**config.mk**
```make
export PLATFORM = sky130hd
export DESIGN_NAME = mc_control_fsm_flat
export DESIGN_NICKNAME = d
export VERILOG_FILES = /design/src/rtl/mc_control_fsm_pkg.sv /design/src/rtl/mc_control_fsm_if.sv /design/src/rtl/mc_output_decode.sv /design/src/rtl/mc_control_fsm.sv /design/src/flat_wrapper.sv
export SDC_FILE = /design/constraint.sdc
export NUM_CORES = 1
export LEC_CHECK = 0
export ABC_AREA = 1
export BUFFER_PORTS_ARGS = -buffer_cell sky130_fd_sc_hd__buf_4
export CORE_UTILIZATION = 45
export CTS_CLUSTER_SIZE = 28
export DETAILED_ROUTE_END_ITERATION = 6
export PLACE_DENSITY_LB_ADDON = 0.1
export SYNTH_ARGS = -nofsm -noshare
export SYNTH_HDL_FRONTEND = slang
export SYNTH_SLANG_ARGS = --single-unit
```
**constraint.sdc**
```tcl
create_clock -name clk -period 2.7 [get_ports clk]
set_input_delay 0.54 -clock clk [delete_from_list [all_inputs] [get_ports clk]]
set_output_delay 0.54 -clock clk [all_outputs]
set_load 0.05 [all_outputs]
```
**src/rtl/mc_control_fsm_pkg.sv**
```systemverilog
// Shared encodings for the multi-cycle control unit, ALU and datapath:
// ALU commands, opcode/funct values, state numbering and mux select codes.
package mc_control_fsm_pkg;

    typedef enum logic [2:0] {
        ALU_ADD  = 3'b000,
        ALU_SUB  = 3'b001,
        ALU_XOR  = 3'b010,
        ALU_SLT  = 3'b011,
        ALU_AND  = 3'b100,
        ALU_NAND = 3'b101,
        ALU_NOR  = 3'b110,
        ALU_OR   = 3'b111
    } alu_cmd_e;

    typedef enum logic [3:0] {
        ST_FETCH     = 4'd0,
        ST_DECODE    = 4'd1,
        ST_MEMADDR   = 4'd2,
        ST_MEM_READ  = 4'd3,
        ST_MEM_WRITE = 4'd4,
        ST_WB_MEM    = 4'd5,
        ST_EXEC_R    = 4'd6,
        ST_WB_R      = 4'd7,
        ST_EXEC_I    = 4'd8,
        ST_WB_I      = 4'd9,
        ST_BRANCH_EQ = 4'd10,
        ST_BRANCH_NE = 4'd11,
        ST_JUMP      = 4'd12,
        ST_JAL       = 4'd13,
        ST_JR        = 4'd14,
        ST_ERROR     = 4'd15
    } state_e;

    localparam logic [5:0] OP_RTYPE = 6'h00;
    localparam logic [5:0] OP_J     = 6'h02;
    localparam logic [5:0] OP_JAL   = 6'h03;
    localparam logic [5:0] OP_BEQ   = 6'h04;
    localparam logic [5:0] OP_BNE   = 6'h05;
    localparam logic [5:0] OP_ADDI  = 6'h08;
    localparam logic [5:0] OP_XORI  = 6'h0E;
    localparam logic [5:0] OP_LW    = 6'h23;
    localparam logic [5:0] OP_SW    = 6'h2B;

    localparam logic [5:0] FN_JR  = 6'h08;
    localparam logic [5:0] FN_ADD = 6'h20;
    localparam logic [5:0] FN_SUB = 6'h22;
    localparam logic [5:0] FN_SLT = 6'h2A;

    localparam logic [1:0] SRCB_REG_B   = 2'd0;
    localparam logic [1:0] SRCB_FOUR    = 2'd1;
    localparam logic [1:0] SRCB_IMM     = 2'd2;
    localparam logic [1:0] SRCB_IMM_SH2 = 2'd3;

    localparam logic [1:0] PC_ALU    = 2'd0;
    localparam logic [1:0] PC_ALUOUT = 2'd1;
    localparam logic [1:0] PC_JUMP   = 2'd2;
    localparam logic [1:0] PC_REG_A  = 2'd3;

    localparam logic [1:0] DST_RT  = 2'd0;
    localparam logic [1:0] DST_RD  = 2'd1;
    localparam logic [1:0] DST_R31 = 2'd2;

    localparam logic [1:0] M2R_ALUOUT = 2'd0;
    localparam logic [1:0] M2R_MDR    = 2'd1;
    localparam logic [1:0] M2R_PC     = 2'd2;

    typedef struct packed {
        alu_cmd_e   alu_command;
        logic       alu_src_a;
        logic [1:0] alu_src_b;
        logic       pc_we;
        logic [1:0] pc_src;
        logic       ir_we;
        logic       mem_we;
        logic       reg_we;
        logic [1:0] reg_dst;
        logic [1:0] mem_to_reg;
    } ctrl_t;

    // Only the three supported R-type arithmetic functs reach EXEC_R.
    function automatic alu_cmd_e funct_to_alu(input logic [5:0] funct);
        case (funct)
            FN_SUB:  return ALU_SUB;
            FN_SLT:  return ALU_SLT;
            default: return ALU_ADD;
        endcase
    endfunction

endpackage

```
**src/rtl/mc_control_fsm_if.sv**
```systemverilog
// Control-unit bus: instruction fields and zero flag in, datapath controls,
// sticky illegal flag and debug state out.
interface mc_control_fsm_if;
    logic [5:0] opcode;
    logic [5:0] funct;
    logic       zero;
    logic [2:0] alu_command;
    logic       alu_src_a;
    logic [1:0] alu_src_b;
    logic       pc_we;
    logic [1:0] pc_src;
    logic       ir_we;
    logic       mem_we;
    logic       reg_we;
    logic [1:0] reg_dst;
    logic [1:0] mem_to_reg;
    logic       illegal;
    logic [3:0] state;

    modport master (
        input  opcode, funct, zero,
        output alu_command, alu_src_a, alu_src_b, pc_we, pc_src, ir_we,
               mem_we, reg_we, reg_dst, mem_to_reg, illegal, state
    );

    modport slave (
        output opcode, funct, zero,
        input  alu_command, alu_src_a, alu_src_b, pc_we, pc_src, ir_we,
               mem_we, reg_we, reg_dst, mem_to_reg, illegal, state
    );
endinterface

```
**src/rtl/mc_output_decode.sv**
```systemverilog
// Combinational state-to-control decoder; the only inputs besides state are
// the instruction fields for ALU command selection and zero for branches.
module mc_output_decode
    import mc_control_fsm_pkg::*;
(
    input  state_e     state_i,
    input  logic [5:0] opcode_i,
    input  logic [5:0] funct_i,
    input  logic       zero_i,
    output ctrl_t      ctrl_o
);

    always_comb begin
        ctrl_o             = '0;
        ctrl_o.alu_command = ALU_ADD;
        ctrl_o.alu_src_b   = SRCB_REG_B;
        ctrl_o.pc_src      = PC_ALU;
        ctrl_o.reg_dst     = DST_RT;
        ctrl_o.mem_to_reg  = M2R_ALUOUT;
        case (state_i)
            ST_FETCH: begin
                ctrl_o.ir_we     = 1'b1;
                ctrl_o.alu_src_b = SRCB_FOUR;
                ctrl_o.pc_we     = 1'b1;
            end
            ST_DECODE: ctrl_o.alu_src_b = SRCB_IMM_SH2;
            ST_MEMADDR: begin
                ctrl_o.alu_src_a = 1'b1;
                ctrl_o.alu_src_b = SRCB_IMM;
            end
            ST_MEM_WRITE: ctrl_o.mem_we = 1'b1;
            ST_WB_MEM: begin
                ctrl_o.reg_we     = 1'b1;
                ctrl_o.mem_to_reg = M2R_MDR;
            end
            ST_EXEC_R: begin
                ctrl_o.alu_src_a   = 1'b1;
                ctrl_o.alu_command = funct_to_alu(funct_i);
            end
            ST_WB_R: begin
                ctrl_o.reg_we  = 1'b1;
                ctrl_o.reg_dst = DST_RD;
            end
            ST_EXEC_I: begin
                ctrl_o.alu_src_a   = 1'b1;
                ctrl_o.alu_src_b   = SRCB_IMM;
                ctrl_o.alu_command = (opcode_i == OP_XORI) ? ALU_XOR : ALU_ADD;
            end
            ST_WB_I: ctrl_o.reg_we = 1'b1;
            // Branch compare issues SUB; zero resolves the PC load in the same cycle.
            ST_BRANCH_EQ, ST_BRANCH_NE: begin
                ctrl_o.alu_src_a   = 1'b1;
                ctrl_o.alu_command = ALU_SUB;
                ctrl_o.pc_src      = PC_ALUOUT;
                ctrl_o.pc_we       = (state_i == ST_BRANCH_EQ) ? zero_i : ~zero_i;
            end
            ST_JUMP: begin
                ctrl_o.pc_src = PC_JUMP;
                ctrl_o.pc_we  = 1'b1;
            end
            ST_JAL: begin
                ctrl_o.pc_src     = PC_JUMP;
                ctrl_o.pc_we      = 1'b1;
                ctrl_o.reg_we     = 1'b1;
                ctrl_o.reg_dst    = DST_R31;
                ctrl_o.mem_to_reg = M2R_PC;
            end
            ST_JR: begin
                ctrl_o.pc_src = PC_REG_A;
                ctrl_o.pc_we  = 1'b1;
            end
            default: ;
        endcase
    end

endmodule

```
**src/rtl/mc_control_fsm.sv**
```systemverilog
// Multi-cycle control unit: state register, next-state logic and sticky
// illegal flag; control outputs come from mc_output_decode.
module mc_control_fsm
    import mc_control_fsm_pkg::*;
#(
    parameter logic [3:0] RESET_STATE = 4'd0
) (
    input logic               clk,
    input logic               reset,
    mc_control_fsm_if.master  bus
);

    state_e state_q, state_d;
    logic   illegal_q;
    ctrl_t  ctrl;

    always_ff @(posedge clk) begin
        if (reset) begin
            state_q   <= state_e'(RESET_STATE);
            illegal_q <= 1'b0;
        end else begin
            state_q   <= state_d;
            illegal_q <= illegal_q | (state_d == ST_ERROR);
        end
    end

    always_comb begin
        state_d = state_q;
        case (state_q)
            ST_FETCH: state_d = ST_DECODE;
            ST_DECODE: begin
                case (bus.opcode)
                    OP_LW, OP_SW: state_d = ST_MEMADDR;
                    OP_RTYPE: begin
                        case (bus.funct)
                            FN_ADD, FN_SUB, FN_SLT: state_d = ST_EXEC_R;
                            FN_JR:                  state_d = ST_JR;
                            default:                state_d = ST_ERROR;
                        endcase
                    end
                    OP_ADDI, OP_XORI: state_d = ST_EXEC_I;
                    OP_BEQ:           state_d = ST_BRANCH_EQ;
                    OP_BNE:           state_d = ST_BRANCH_NE;
                    OP_J:             state_d = ST_JUMP;
                    OP_JAL:           state_d = ST_JAL;
                    default:          state_d = ST_ERROR;
                endcase
            end
            ST_MEMADDR:  state_d = (bus.opcode == OP_LW) ? ST_MEM_READ : ST_MEM_WRITE;
            ST_MEM_READ: state_d = ST_WB_MEM;
            ST_EXEC_R:   state_d = ST_WB_R;
            ST_EXEC_I:   state_d = ST_WB_I;
            // ERROR is left only through reset.
            ST_ERROR:    state_d = ST_ERROR;
            default:     state_d = ST_FETCH;
        endcase
    end

    mc_output_decode u_decode (
        .state_i  (state_q),
        .opcode_i (bus.opcode),
        .funct_i  (bus.funct),
        .zero_i   (bus.zero),
        .ctrl_o   (ctrl)
    );

    assign bus.alu_command = ctrl.alu_command;
    assign bus.alu_src_a   = ctrl.alu_src_a;
    assign bus.alu_src_b   = ctrl.alu_src_b;
    assign bus.pc_we       = ctrl.pc_we;
    assign bus.pc_src      = ctrl.pc_src;
    assign bus.ir_we       = ctrl.ir_we;
    assign bus.mem_we      = ctrl.mem_we;
    assign bus.reg_we      = ctrl.reg_we;
    assign bus.reg_dst     = ctrl.reg_dst;
    assign bus.mem_to_reg  = ctrl.mem_to_reg;
    assign bus.illegal     = illegal_q;
    assign bus.state       = state_q;

endmodule

```
**src/flat_wrapper.sv**
```systemverilog
// flat-port wrapper written by rule: the top's interface ports become plain ports
module mc_control_fsm_flat import mc_control_fsm_pkg::*;
#(
    parameter logic [3:0] RESET_STATE = 4'd0
)
  (clk, reset, bus_opcode, bus_funct, bus_zero, bus_alu_command, bus_alu_src_a, bus_alu_src_b, bus_pc_we, bus_pc_src, bus_ir_we, bus_mem_we, bus_reg_we, bus_reg_dst, bus_mem_to_reg, bus_illegal, bus_state);
  mc_control_fsm_if bus_i ();
  input logic clk;
  input logic reset;
  input wire logic [$bits(bus_i.opcode)-1:0] bus_opcode;
  input wire logic [$bits(bus_i.funct)-1:0] bus_funct;
  input wire logic [$bits(bus_i.zero)-1:0] bus_zero;
  output wire logic [$bits(bus_i.alu_command)-1:0] bus_alu_command;
  output wire logic [$bits(bus_i.alu_src_a)-1:0] bus_alu_src_a;
  output wire logic [$bits(bus_i.alu_src_b)-1:0] bus_alu_src_b;
  output wire logic [$bits(bus_i.pc_we)-1:0] bus_pc_we;
  output wire logic [$bits(bus_i.pc_src)-1:0] bus_pc_src;
  output wire logic [$bits(bus_i.ir_we)-1:0] bus_ir_we;
  output wire logic [$bits(bus_i.mem_we)-1:0] bus_mem_we;
  output wire logic [$bits(bus_i.reg_we)-1:0] bus_reg_we;
  output wire logic [$bits(bus_i.reg_dst)-1:0] bus_reg_dst;
  output wire logic [$bits(bus_i.mem_to_reg)-1:0] bus_mem_to_reg;
  output wire logic [$bits(bus_i.illegal)-1:0] bus_illegal;
  output wire logic [$bits(bus_i.state)-1:0] bus_state;
  assign bus_i.opcode = bus_opcode;
  assign bus_i.funct = bus_funct;
  assign bus_i.zero = bus_zero;
  assign bus_alu_command = bus_i.alu_command;
  assign bus_alu_src_a = bus_i.alu_src_a;
  assign bus_alu_src_b = bus_i.alu_src_b;
  assign bus_pc_we = bus_i.pc_we;
  assign bus_pc_src = bus_i.pc_src;
  assign bus_ir_we = bus_i.ir_we;
  assign bus_mem_we = bus_i.mem_we;
  assign bus_reg_we = bus_i.reg_we;
  assign bus_reg_dst = bus_i.reg_dst;
  assign bus_mem_to_reg = bus_i.mem_to_reg;
  assign bus_illegal = bus_i.illegal;
  assign bus_state = bus_i.state;
  mc_control_fsm #(.RESET_STATE(RESET_STATE)) u_core (.clk(clk), .reset(reset), .bus(bus_i));
endmodule
```
==> impl_metrics.env <==
export IMPL_run_status="finished, final reports clean"
export IMPL_detailroute_via_count=891
export IMPL_rows=13
export IMPL_cell_internal_pwr_uw=421
export IMPL_critical_path_rt_ps=2160
export IMPL_dpl_hpwl_um=1530
export IMPL_ys_seq_area_share_pct=14.6
export IMPL_synth_warning_count=0
export IMPL_setup_viol=0
export IMPL_grt_antenna_before_repair=0
export IMPL_final_hold_worst_slack_ps=469
export IMPL_wl_per_cell_um=9.74
export IMPL_tritoncts="built"
export IMPL_postRouteWirelength_um=1810
export IMPL_layout_area_overhead_vs_synth_pct=40.5
export IMPL_cts_max_path_buffers=2
export IMPL_final_area_um2=963
export IMPL_most_common_layout_cells="sky130_fd_sc_hd__nand2_1, sky130_fd_sc_hd__buf_4, sky130_fd_sc_hd__nor2_1"
export IMPL_die_width_um=41.0
export IMPL_synth_cell_area_um2=686
export IMPL_worst_ep_arrival_time_ps=1520
export IMPL_grt_setup_unrepaired="no"
export IMPL_cts_repair_timing_setup_buffer_count=0
export IMPL_critical_path_class="flop to primary output"
export IMPL_gr_total_overflow=0
export IMPL_crit_path_start_kind="flop"
export IMPL_start_util_pct=50.2
export IMPL_skew_ps=5.91
export IMPL_final_setup_tns_ps=0
export IMPL_setup_ws_ps=642
export IMPL_reg2reg_depth=8
export IMPL_synthesis_instances=136
export IMPL_clk_pin_slew_worst_paths_ps=50
export IMPL_worstHoldPathType="primary input to flop"
export IMPL_vias_per_cell=4.79
export IMPL_input_output_buffers=34
export IMPL_ys_ff_latch=5
export IMPL_grt_start_max_net_pins=9
export IMPL_cts_made_buffers=3
export IMPL_cts_max_level=1
export IMPL_total_leakage_power_uw=0.000592
export IMPL_number_of_enable_type_register_cells_in_the_synthesized_netlist=0
export IMPL_die_y_um=41.0
export IMPL_cts_root_buf="sky130_fd_sc_hd__clkbuf_4"
export IMPL_placed_cell_area_um2=937
export IMPL_first_global_vias=728
export IMPL_route_antenna_remaining_nets=0
export IMPL_post_synth_cell_area_avg_um2=5.04
export IMPL_die_area_mm2=0.00168
export IMPL_drv_cap=0
export IMPL_timing_hold_violations_final=0
export IMPL_cts_repair_resizes=0
export IMPL_portion_of_total_power_attributed_to_combinational_logic_pct=78.7
export IMPL_floorplan_io_pins=36
export IMPL_detail_route_first_pass_iterations=4
export IMPL_power_share_sequential_pct=13.7
export IMPL_worst_path_max_fanout=8
export IMPL_design_final_nets=187
export IMPL_cts_sink_count=5
export IMPL_post_route_min_period_ps=2060
export IMPL_drc=0
export IMPL_fp_coreArea_mm2=0.00137
export IMPL_synth_flop_cell="sky130_fd_sc_hd__dfxtp_1"
export IMPL_maxClockFrequency_mhz=486
export IMPL_crit_path_end_kind="primary output"
export IMPL_gp_congestion=0.925
export IMPL_hold_path_depth=2
export IMPL_cts_hold_buffers=0
export IMPL_clk_insertion_delay_late_ps=250
export IMPL_final_period_utilization_pct=76.2
export IMPL_drive_above_1_share_pct=26.9
export IMPL_synth_fp_nets=151
export IMPL_dr_first_iter_drc_count=29
export IMPL_n_antenna_cell=0
export IMPL_layout_commonest_cell="sky130_fd_sc_hd__nand2_1"
export IMPL_dpl_worst_slack_ps=781
export IMPL_post_layout_total_power_uw=1180
export IMPL_share_clk_of_total_power_pct=7.6
export IMPL_vdd_drop_max_uv=680
export IMPL_grt_pass1_wl_um=2730
export IMPL_timing_final_max_slew_violations=0
export IMPL_synth_cell_type_count=20
export IMPL_net_switching_power_uw=757
export IMPL_sw_frac_of_total_pct=64.3
export IMPL_asyncSetResetFlopFracSynth_pct=0
export IMPL_total_routing_usage_reported_by_global_routing_pct=24.2
export IMPL_powerDensity_mw_per_mm2=1220
[worst paths after layout]
path                       startpoint             endpoint  slack, ps
setup / recovery  u_core.bus.state[0]            bus_pc_we        640
hold / removal                  reset  u_core.bus.state[2]        470
setup reg to reg  u_core.bus.state[0]   u_core.bus.illegal       1220
hold reg to reg    u_core.bus.illegal   u_core.bus.illegal        490
[worst max-delay path: stages, from the launching register on]
cell and delay (ps):
sky130_fd_sc_hd__dfxtp_1 520, sky130_fd_sc_hd__nand2_1 180, sky130_fd_sc_hd__inv_1 100, sky130_fd_sc_hd__nor2_1 60
sky130_fd_sc_hd__a211o_1 220, sky130_fd_sc_hd__buf_4 190
[registers in the layout, indices dropped and copies added (netlist names)]
| signal | flops |
|---|---|
| u_core.bus.state | 4 |
| u_core.bus.illegal | 1 |
[area by class of cell]
| cell class | count | area, um2 |
|---|---|---|
| flip-flops and latches | 5 | 100 |
| clock buffers | 4 | 26.3 |
| repair buffers | 34 | 255 |
| multi-input cells | 101 | 462 |
| inverters | 27 | 101 |
| fillers | 126 | 403 |
| well taps | 15 | 18.8 |
[metal layers]
layer / GRT usage, % / up-vias / routed length [um]
li1: - / 482 / -
met4: 7.50 / 0 / 23
met2: 45.3 / 26 / 877
met1: 29.4 / 380 / 839
met5: 0 / - / 0
met3: 0 / 3 / 71
[cell families after synthesis]
| group | Yosys count | share of synthesized area [%] |
|---|---|---|
| AO/OA/AOI/OAI | 15 | 13.9 |
| other | 1 | 0.547 |
| buffers and inverters | 30 | 18.1 |
| XOR/XNOR | 1 | 1.28 |
| AND/OR/NAND/NOR | 84 | 51.6 |
| flip-flops | 5 | 14.6 |
[through the flow]
step,util [%],cells
CTS,70.5,186
global placement,68.6,182
detailed placement,68.6,182
finish,70.5,186
floorplan,-,136
global route,70.5,186
[cell usage after synthesis (2+ instances only)]
| library cell | count | area share (%) |
|---|---|---|
| sky130_fd_sc_hd__nand3_1 | 11 | 8.0 |
| sky130_fd_sc_hd__buf_4 | 3 | 3.3 |
| sky130_fd_sc_hd__nand4_1 | 2 | 1.8 |
| sky130_fd_sc_hd__o21ai_2 | 2 | 2.6 |
| sky130_fd_sc_hd__nor2_1 | 29 | 16 |
| sky130_fd_sc_hd__a21oi_1 | 6 | 4.4 |
| sky130_fd_sc_hd__inv_1 | 26 | 14 |
| sky130_fd_sc_hd__nor2_2 | 4 | 3.6 |
| sky130_fd_sc_hd__nand2_1 | 36 | 20 |
| sky130_fd_sc_hd__dfxtp_1 | 5 | 15 |
| sky130_fd_sc_hd__o21ai_0 | 3 | 2.2 |
[power groups by stage]
| stage | logic [uW] | registers [uW] | clock network (uW) |
|---|---|---|---|
| 2_1_floorplan | 614 | 230 | 0 |
| 3_3_place_gp | 920 | 159 | 0 |
| 3_5_place_dp | 929 | 161 | 0 |
| 4_1_cts | 931 | 159 | 91.3 |
| 5_1_grt | 1010 | 165 | 98.2 |
| 6_report | 927 | 161 | 90.0 |
No activity file was read; power rests on OpenSTA's default activity.
